$ cat config.mk
export PLATFORM = sky130hd
export DESIGN_NAME = alu_share_arbiter_flat
export DESIGN_NICKNAME = d
export VERILOG_FILES = /design/src/rtl/alu_share_arbiter_if.sv /design/src/rtl/alu_share_arbiter.sv /design/src/flat_wrapper.sv
export SDC_FILE = /design/constraint.sdc
export NUM_CORES = 1
export LEC_CHECK = 0
export ABC_AREA = 0
export BUFFER_PORTS_ARGS = -buffer_cell sky130_fd_sc_hd__buf_2
export CAP_MARGIN = 40
export CELL_PAD_IN_SITES_DETAIL_PLACEMENT = 1
export CELL_PAD_IN_SITES_GLOBAL_PLACEMENT = 1
export CORE_UTILIZATION = 20
export CTS_CLUSTER_DIAMETER = 30
export DETAILED_ROUTE_END_ITERATION = 16
export PLACE_DENSITY = 0.77
export SLEW_MARGIN = 20
export SYNTH_ARGS = -nofsm -noshare
export SYNTH_HDL_FRONTEND = slang
export SYNTH_SLANG_ARGS = --single-unit
$ cat constraint.sdc
create_clock -name clk -period 1.5 [get_ports clk]
set_input_delay 0.15 -clock clk [delete_from_list [all_inputs] [get_ports clk]]
set_output_delay 0.15 -clock clk [all_outputs]
set_load 0.1 [all_outputs]
$ cat src/rtl/alu_share_arbiter_if.sv
// Request/response bundle between the requesters and the shared-ALU arbiter.
//
// Handshake semantics (both channels): a transfer happens on a rising clock
// edge where valid and ready are both 1 for the same requester index. Valid
// may be withdrawn without a transfer; ready never waits on valid being held.
interface alu_share_arbiter_if #(
    parameter int REG_WIDTH = 32,
    parameter int NUM_REQ   = 2
);
    logic [NUM_REQ-1:0]           req_valid;
    logic [NUM_REQ-1:0]           req_ready;
    logic [NUM_REQ*REG_WIDTH-1:0] req_rs1;
    logic [NUM_REQ*REG_WIDTH-1:0] req_rs2;
    logic [NUM_REQ*4-1:0]         req_cmd;
    logic [NUM_REQ-1:0]           resp_valid;
    logic [NUM_REQ-1:0]           resp_ready;
    logic [REG_WIDTH-1:0]         resp_data;
    logic                         resp_err;

    modport master (
        output req_valid, req_rs1, req_rs2, req_cmd, resp_ready,
        input  req_ready, resp_valid, resp_data, resp_err
    );

    modport slave (
        input  req_valid, req_rs1, req_rs2, req_cmd, resp_ready,
        output req_ready, resp_valid, resp_data, resp_err
    );
endinterface

$ cat src/rtl/alu_share_arbiter.sv
// Round-robin arbiter sharing one external combinational ALU between
// NUM_REQ requesters. One result register holds the single in-flight result
// until its owner takes it; a new operation may be accepted in the same cycle
// the held result is taken, giving one op per cycle without bubbles.
module alu_share_arbiter #(
    parameter int REG_WIDTH = 32,
    parameter int NUM_REQ   = 2
) (
    input  logic                  clk,
    input  logic                  rst_n,
    alu_share_arbiter_if.slave    bus,
    output logic [REG_WIDTH-1:0]  alu_rs1,
    output logic [REG_WIDTH-1:0]  alu_rs2,
    output logic [3:0]            alu_cmd,
    input  logic [REG_WIDTH-1:0]  alu_out,
    output logic                  busy,
    output logic                  dbg_state
);
    localparam int IDX_W = (NUM_REQ > 1) ? $clog2(NUM_REQ) : 1;

    typedef enum logic {
        EMPTY = 1'b0,
        FULL  = 1'b1
    } state_t;

    state_t               state_q, state_d;
    logic [IDX_W-1:0]     rr_ptr, owner, grant_idx, cand, next_ptr;
    logic                 grant_found, complete, can_accept, accept, illegal;
    logic [REG_WIDTH-1:0] result;
    logic                 err;

    // Index of the requester 'offset' positions after 'base', wrapping at NUM_REQ.
    function automatic logic [IDX_W-1:0] wrap_add(input logic [IDX_W-1:0] base, input int offset);
        int sum;
        sum = int'(base) + offset;
        if (sum >= NUM_REQ) sum = sum - NUM_REQ;
        return IDX_W'(sum);
    endfunction

    // Round-robin scan from rr_ptr; walking offsets high-to-low lets the nearest valid win.
    always_comb begin
        grant_found = 1'b0;
        grant_idx   = rr_ptr;
        cand        = rr_ptr;
        for (int k = NUM_REQ - 1; k >= 0; k--) begin
            cand = wrap_add(rr_ptr, k);
            if (bus.req_valid[cand]) begin
                grant_found = 1'b1;
                grant_idx   = cand;
            end
        end
    end

    // Accept decision, ALU operand steering and per-requester handshake outputs.
    always_comb begin
        complete   = (state_q == FULL) && bus.resp_ready[owner];
        can_accept = (state_q == EMPTY) || complete;
        accept     = grant_found && can_accept;
        next_ptr   = (grant_idx == IDX_W'(NUM_REQ - 1)) ? '0 : grant_idx + IDX_W'(1);
        // grant_idx falls back to rr_ptr with no grant, so the ALU inputs stay driven.
        alu_rs1    = bus.req_rs1[int'(grant_idx) * REG_WIDTH +: REG_WIDTH];
        alu_rs2    = bus.req_rs2[int'(grant_idx) * REG_WIDTH +: REG_WIDTH];
        alu_cmd    = bus.req_cmd[int'(grant_idx) * 4 +: 4];
        illegal    = (alu_cmd >= 4'd10);
        bus.req_ready  = '0;
        bus.resp_valid = '0;
        for (int i = 0; i < NUM_REQ; i++) begin
            bus.req_ready[i]  = accept && (grant_idx == IDX_W'(i));
            bus.resp_valid[i] = (state_q == FULL) && (owner == IDX_W'(i));
        end
    end

    // Next state: an accept always leaves us FULL, even when it overlaps a completion.
    always_comb begin
        state_d = state_q;
        if (accept) begin
            state_d = FULL;
        end else if (complete) begin
            state_d = EMPTY;
        end
    end

    // State register.
    always_ff @(posedge clk or negedge rst_n) begin
        if (!rst_n) begin
            state_q <= EMPTY;
        end else begin
            state_q <= state_d;
        end
    end

    // Result register, owner and round-robin pointer, all updated only on accept.
    always_ff @(posedge clk or negedge rst_n) begin
        if (!rst_n) begin
            result <= '0;
            err    <= 1'b0;
            owner  <= '0;
            rr_ptr <= '0;
        end else if (accept) begin
            result <= illegal ? '0 : alu_out;
            err    <= illegal;
            owner  <= grant_idx;
            rr_ptr <= next_ptr;
        end
    end

    assign bus.resp_data = result;
    assign bus.resp_err  = err;
    assign busy          = (state_q == FULL);
    assign dbg_state     = state_q;
endmodule
$ cat src/flat_wrapper.sv
// flat-port wrapper written by rule: the top's interface ports become plain ports
module alu_share_arbiter_flat 
#(
    parameter int REG_WIDTH = 32,
    parameter int NUM_REQ   = 2
)
  (clk, rst_n, alu_rs1, alu_rs2, alu_cmd, alu_out, busy, dbg_state, bus_req_valid, bus_req_rs1, bus_req_rs2, bus_req_cmd, bus_resp_ready, bus_req_ready, bus_resp_valid, bus_resp_data, bus_resp_err);
  alu_share_arbiter_if #(.REG_WIDTH(REG_WIDTH), .NUM_REQ(NUM_REQ)) bus_i ();
  input  logic clk;
  input  logic rst_n;
  output logic [REG_WIDTH-1:0] alu_rs1;
  output logic [REG_WIDTH-1:0] alu_rs2;
  output logic [3:0] alu_cmd;
  input  logic [REG_WIDTH-1:0] alu_out;
  output logic busy;
  output logic dbg_state;
  input wire logic [$bits(bus_i.req_valid)-1:0] bus_req_valid;
  input wire logic [$bits(bus_i.req_rs1)-1:0] bus_req_rs1;
  input wire logic [$bits(bus_i.req_rs2)-1:0] bus_req_rs2;
  input wire logic [$bits(bus_i.req_cmd)-1:0] bus_req_cmd;
  input wire logic [$bits(bus_i.resp_ready)-1:0] bus_resp_ready;
  output wire logic [$bits(bus_i.req_ready)-1:0] bus_req_ready;
  output wire logic [$bits(bus_i.resp_valid)-1:0] bus_resp_valid;
  output wire logic [$bits(bus_i.resp_data)-1:0] bus_resp_data;
  output wire logic [$bits(bus_i.resp_err)-1:0] bus_resp_err;
  assign bus_i.req_valid = bus_req_valid;
  assign bus_i.req_rs1 = bus_req_rs1;
  assign bus_i.req_rs2 = bus_req_rs2;
  assign bus_i.req_cmd = bus_req_cmd;
  assign bus_i.resp_ready = bus_resp_ready;
  assign bus_req_ready = bus_i.req_ready;
  assign bus_resp_valid = bus_i.resp_valid;
  assign bus_resp_data = bus_i.resp_data;
  assign bus_resp_err = bus_i.resp_err;
  alu_share_arbiter #(.REG_WIDTH(REG_WIDTH), .NUM_REQ(NUM_REQ)) u_core (.clk(clk), .rst_n(rst_n), .bus(bus_i), .alu_rs1(alu_rs1), .alu_rs2(alu_rs2), .alu_cmd(alu_cmd), .alu_out(alu_out), .busy(busy), .dbg_state(dbg_state));
endmodule
# After elaboration in Yosys (flattened, before gate mapping)
# Cells that the tools add are included.
dict set report op_classes {
  bitwise_logic 3
  n_mux 16
  n_lt_le_gt_ge 6
  n_addsub 4
  n_reduce_logical 8
  shift 3
}
# cell count
set ops {}
lappend ops {{indexed part select 64 x 7 -> 32 bit} 2}
lappend ops {{two-way mux 32 bit} 1}
lappend ops {{two-way mux 1 bit} 15}
lappend ops {{indexed part select 8 x 4 -> 4 bit} 1}
lappend ops {{logical AND 1 bit} 6}
lappend ops {{less-than comparator 1 x 2 -> 1 bit (second input constant)} 3}
lappend ops {{greater-or-equal comparator 4 bit (second input constant)} 1}
lappend ops {{NOT 1 bit} 3}
lappend ops {{adder 1 x 1 -> 2 bit (second input constant)} 1}
lappend ops {{greater-or-equal comparator 1 x 2 -> 1 bit (second input constant)} 1}
lappend ops {{greater-or-equal comparator 2 bit (second input constant)} 1}
lappend ops {{nonzero test 2 bit} 1}
lappend ops {{subtractor 1 bit (second input constant)} 2}
lappend ops {{adder 1 bit (second input constant)} 1}
lappend ops {{logical OR 1 bit} 1}
dict set report totals {
  wordCells 45
  ff_bits 36
  in_bits 174
}

# Longest topological paths before layout
dict set report logic_depth {
  ltp_word 10
  depth_mapped 6
  mapped_depth_nobuf 4
}

# Worst setup path before layout
# OpenSTA, ideal clock, no wires.
dict set report synth_path {
  path_type {register to output}
  start {register u_core.state_q (netlist: u_core.busy)}
  end {output bus_req_ready[1]}
  arrival_ps 3408
  t_required_ps 1350
  stages_incl_launch_ff 5
  slack_ps -2058
  cell_sequence {dfrtp_1 a21o_1 buf_6 buf_4 nor3_1}
}
dict set report synth_between {
  elab_chain_cells 4
  elab_cells_between_ends 5
}
# item line
set synth_lines {}
lappend synth_lines {{start: declaration} alu_share_arbiter.sv:26} ;# state_t state_q, state_d;
lappend synth_lines {{start signal: assignment} alu_share_arbiter.sv:88} ;# state_q <= state_d;
lappend synth_lines {{logical AND 1 bit or NOT 1 bit (tied branches)} {alu_share_arbiter.sv:56, alu_share_arbiter.sv:57}}
lappend synth_lines {{logical OR 1 bit *} alu_share_arbiter.sv:57} ;# can_accept = (state_q == EMPTY) || complete;
lappend synth_lines {{logical AND 1 bit *} alu_share_arbiter.sv:58} ;# accept = grant_found && can_accept;
lappend synth_lines {{logical AND 1 bit *} alu_share_arbiter.sv:68} ;# bus.req_ready[i] = accept && (grant_idx == IDX_W'(i));
lappend synth_lines {{end: declaration} flat_wrapper.sv:22} ;# output wire logic [$bits(bus_i.req_ready)-1:0] bus_req_ready;
# Every way passes the cells marked *; elsewhere a longest branch is shown, timed or not.

# Worst setup path after layout
dict set report layout_path {
  start {register u_core.rr_ptr}
  end {output alu_rs2[19]}
}
dict set report layout_between {
  elab_chain_cells 8
  elab_cells_between_ends 14
}
# item line
set layout_lines {}
lappend layout_lines {{start: declaration} alu_share_arbiter.sv:27} ;# logic [IDX_W-1:0] rr_ptr, owner, grant_idx, cand, next_ptr;
lappend layout_lines {{start signal: assignment} alu_share_arbiter.sv:103} ;# rr_ptr <= next_ptr;
lappend layout_lines {{adder 1 x 1 -> 2 bit} alu_share_arbiter.sv:35} ;# sum = int'(base) + offset;
lappend layout_lines {{greater-or-equal comparator 2 bit or subtractor 1 bit (tied branches)} alu_share_arbiter.sv:36} ;# if (sum >= NUM_REQ) sum = sum - NUM_REQ;
lappend layout_lines {{two-way mux 1 bit} alu_share_arbiter.sv:36}
lappend layout_lines {{two-way mux 1 bit (not written as such) (2 in series)} alu_share_arbiter.sv:47} ;# if (bus.req_valid[cand]) begin
lappend layout_lines {{two-way mux 1 bit} alu_share_arbiter.sv:47}
lappend layout_lines {{two-way mux 1 bit *} alu_share_arbiter.sv:47}
lappend layout_lines {{indexed part select 64 x 7 -> 32 bit *} alu_share_arbiter.sv:62} ;# alu_rs2 = bus.req_rs2[int'(grant_idx) * REG_WIDTH +: REG_WIDTH];
lappend layout_lines {{end: declaration} flat_wrapper.sv:12} ;# output logic [REG_WIDTH-1:0] alu_rs2;
# Every way passes the cells marked *; elsewhere a longest branch is shown, timed or not. The select of a mux whose other input is x is not followed.

==> metrics.md <==
| Metric | Value |
|---|---|
| Actual transition at the worst max-transition pin | 0.6000 ns |
| Number of failing setup endpoints in the final timing report | 105 |
| Number of antenna violations at the first check in global routing | 12 |
| Initial cell density of the core | 0.2046 |
| EDFF count, synth | 0 |
| DRC violation total after the first TritonRoute iteration | 94 |
| CTS root buf | sky130_fd_sc_hd__clkbuf_16 |
| Library cell occupying the most area in the post-synthesis netlist | sky130_fd_sc_hd__dfrtp_1 |
| Total congestion overflow after global routing | 0 |
| Fraction of registers with async set or reset after synthesis | 1.000 |
| Overall routed net length | 16150 um |
| Number of pins exceeding their max-slew limit in the final report | 0 |
| Clock tree from TritonCTS | yes |
| Setup ws final | -0.5041 ns |
| Total Die Area | 0.01273 mm^2 |
| Worst-path cell chain | a21boi_4 > nor2_4 > buf_12 > mux2_4 > buf_12 |
| Ranking of synthesized cells by area | sky130_fd_sc_hd__dfrtp_1 37%, sky130_fd_sc_hd__mux2_2 24%, sky130_fd_sc_hd__mux2i_1 13% |
| Number of global-route vias before repair | 3568 |
| Number of endpoints with negative hold slack in the final report | 0 |
| Area share of the largest cell type after synthesis | 0.3666 |
| Kind of cell adding the most delay to the critical path | flip-flops |
| Critical-path maximum fanout | 13 |
| Total leakage power | roughly 3.3 nW |
| Crit start category | flop |
| Post-detailed-route wirelength per cell | 23.00 um |
| Power density over the cells | 2345 mW/mm^2 |
| Highest clock frequency the design can meet | 499.0 MHz |
| Net count of the mapped netlist | 386 |
| Latest clock arrival within the worst-skew pair | about 0.28 ns |
| GPL Wtd Cong | 0.9474 |
| Overall via count from detail_route | 3226 |
| Most common cell after layout, fill and taps aside | sky130_fd_sc_hd__buf_2 |
| Outcome | complete, but fails checks |
| Post-synthesis register bit count | 36 |
| Crit path largest cell delay | 0.45 ns |
| Peak supply drop | roughly 1.7 mV |
| Top-level I/O count | 281 |
| Violated checks | setup timing |
| Antenna viol nets, final | 0 |
| Worst min-delay path category | input port to flop |
| Crit path buffers/inverters | 2 |
| Synthesized area divided by synthesized cell count | around 12 um^2 |
| Num Clock Sinks | 36 |
| Primary flip-flop cell chosen by synthesis mapping | sky130_fd_sc_hd__dfrtp_1 |
| Total of max-cap violations | 0 |
| Clock-pin slew of the registers on the worst-case setup and hold paths | 0.06 ns |
| Number of filler cells placed in the layout | 1300 |
| Clock Skew | between 0.004 and 0.005 ns |
| Leading cell types in the layout, fill and taps excluded | 208 x sky130_fd_sc_hd__buf_2, 82 x sky130_fd_sc_hd__buf_12, 65 x sky130_fd_sc_hd__mux2_4, 34 x sky130_fd_sc_hd__dfrtp_1, 33 x sky130_fd_sc_hd__mux2i_1 |
| Global-route wire length before repair | roughly 22000 um |
| Maximum clock insertion buffer count | 2 |
| Largest net degree at the start of global routing | 26 |
| Post-Syn Instances | ~210 |
| Unrepaired setup endpoints after global routing | true |
| Clock period minus final worst setup slack | 2.004 ns |
| Overall die width | 112.8 um |
| Post-Route Utilization | 0.5364 |
| Critical path endpoint category | output pin |
| Net total in the final layout | 714 |
| Setup TNS after final layout | -46.73 ns |
| Count of distinct cell types in the synthesized netlist | 21 |
| Core area | between 0.01 and 0.015 mm^2 |
| Placed wire-length estimate after detailed placement | about 12000 um |
| Mapped cell area | between 0.002 and 0.0025 mm^2 |
| Core Rows | 40 |
| Detailed-routing iteration count for the pre-antenna-repair pass | 4 |
| IO Port Bufs | 280 |
| Total number of H-tree levels | 2 |
| Kind of critical path | flop to output pin |
| Ratio of routed vias to standard cells | 4.595 |
| Required time at the worst-slack endpoint | roughly 1.4 ns |
| Share of cells above drive strength 1 | 0.8595 |
| Post-synthesis sequential area ratio | 0.3666 |
| Yosys synthesis warning count | 0 |
| Final cycle utilization of the critical path | 1.336 |
| Area delta synth->final | 162.2% |
| Cell at the slowest stage of the critical path | sky130_fd_sc_hd__dfrtp_2 |
| Number of buffers added by the clock tree synthesis step | 5 |
| Relative max-transition margin | 0.6000 |
| Number of design rule violations left after detail routing | 0 |
| Die extent in y | 112.8 um |
| Worst path arrival time | 1.85 ns |
| All-Layer GR Usage | 0.2354 |
| Cell occurring most often along the worst timing path | sky130_fd_sc_hd__buf_12 |
## cell type report
type | instances | area (um^2) | area share
timing repair buffer | 338 | 3217 | 0.4993
sequential | 36 | 905.9 | 0.1406
antenna | 14 | 35.03 | 0.005438
tap | 147 | 183.9 | 0.02855
multi-input combinational | 159 | 1947 | 0.3022
clock inverter | 2 | 15.01 | 0.002331
clock buffer | 6 | 138.9 | 0.02156
## flip-flops by register name (all words and copies together) (netlist names)
| name | flops |
|---|---|
| u_core.bus.resp_data | 32 |
| u_core.owner | 1 |
| u_core.rr_ptr | 1 |
| u_core.bus.resp_err | 1 |
| u_core.busy | 1 |
## per-layer routing
metal / vias up / routed length [um] / track usage
met4: 0 / 805 / 0.1324
met5: - / 0 / 0
met1: 1552 / 5069 / 0.2177
li1: 1447 / - / -
met3: 43 / 1172 / 0.06267
met2: 184 / 9099 / 0.4626
## path summary, 6_finish.rpt
kind	startpoint	end	cells past startpoint	slack, ns
worst min-delay path	alu_out[21]	u_core.bus.resp_data[21]	3	0.13
worst min register to register	u_core.bus.resp_err	u_core.bus.resp_err	1	0.52
max in group asynchronous	rst_n	u_core.bus.resp_data[0]	3	0.46
min in group asynchronous	rst_n	u_core.bus.resp_data[27]	2	0.42
worst max register to register	u_core.rr_ptr	u_core.bus.resp_data[26]	9	-0.46
worst max-delay path	u_core.rr_ptr	alu_rs2[19]	5	-0.50
## kinds of logic after synthesis
family	synth area share
multiplexers	0.4323
AO/OA/AOI/OAI	0.09878
flip-flops	0.3666
AND/OR/NAND/NOR	0.03769
buffers and inverters	0.06467
## tightest hold or removal path: stages
cell and delay, ns:
sky130_fd_sc_hd__buf_2 0.07, sky130_fd_sc_hd__mux2i_1 0.06, sky130_fd_sc_hd__a21oi_2 0.09
## repair_timing
action	CTS	global route
pin swaps	11	4
cloned	5	0
hold buffers	1	0
gates resized for setup	44	11
setup buffers	18	4
endpoints found under the hold margin	24	0
endpoints found under the setup margin	104	105
## where the power goes
part           total (mW)  leakage, nW  switching (mW)  internal (mW)
clock network        1.09       0.0692           0.433          0.661
logic                12.4         2.80            8.32           4.06
registers            1.63        0.446           0.246           1.38
## per-stage QoR
| stage | power (mW) | std cells | setup WS [ns] | cell area [um^2] | hold slack, ns |
|---|---|---|---|---|---|
| global placement | 12.97 | 654 | -0.2241 | 5712 | 0.1811 |
| floorplan | 9.951 | 212 | -0.5709 | 2932 | -0.1456 |
| CTS | 14.96 | 685 | -0.4692 | 6312 | 0.1294 |
| finish | 15.11 | 702 | -0.5041 | 6442 | 0.1327 |
| global route | 15.53 | 702 | -0.5289 | 6442 | 0.1398 |
| detailed placement | 13.17 | 654 | -0.2833 | 5712 | 0.1987 |
## synthesized netlist by cell type (2+ instances only)
master / n
sky130_fd_sc_hd__nand2_1: 2
sky130_fd_sc_hd__buf_6: 9
sky130_fd_sc_hd__mux2_1: 12
sky130_fd_sc_hd__mux2_2: 53
sky130_fd_sc_hd__a21o_1: 2
sky130_fd_sc_hd__dfrtp_1: 36
sky130_fd_sc_hd__nor2_1: 8
sky130_fd_sc_hd__buf_2: 4
sky130_fd_sc_hd__nor3_1: 4
sky130_fd_sc_hd__mux2i_1: 33
sky130_fd_sc_hd__a21oi_1: 33
sky130_fd_sc_hd__a21oi_2: 3
sky130_fd_sc_hd__buf_4: 5
Note: power is estimated with default switching activity, not from simulation.
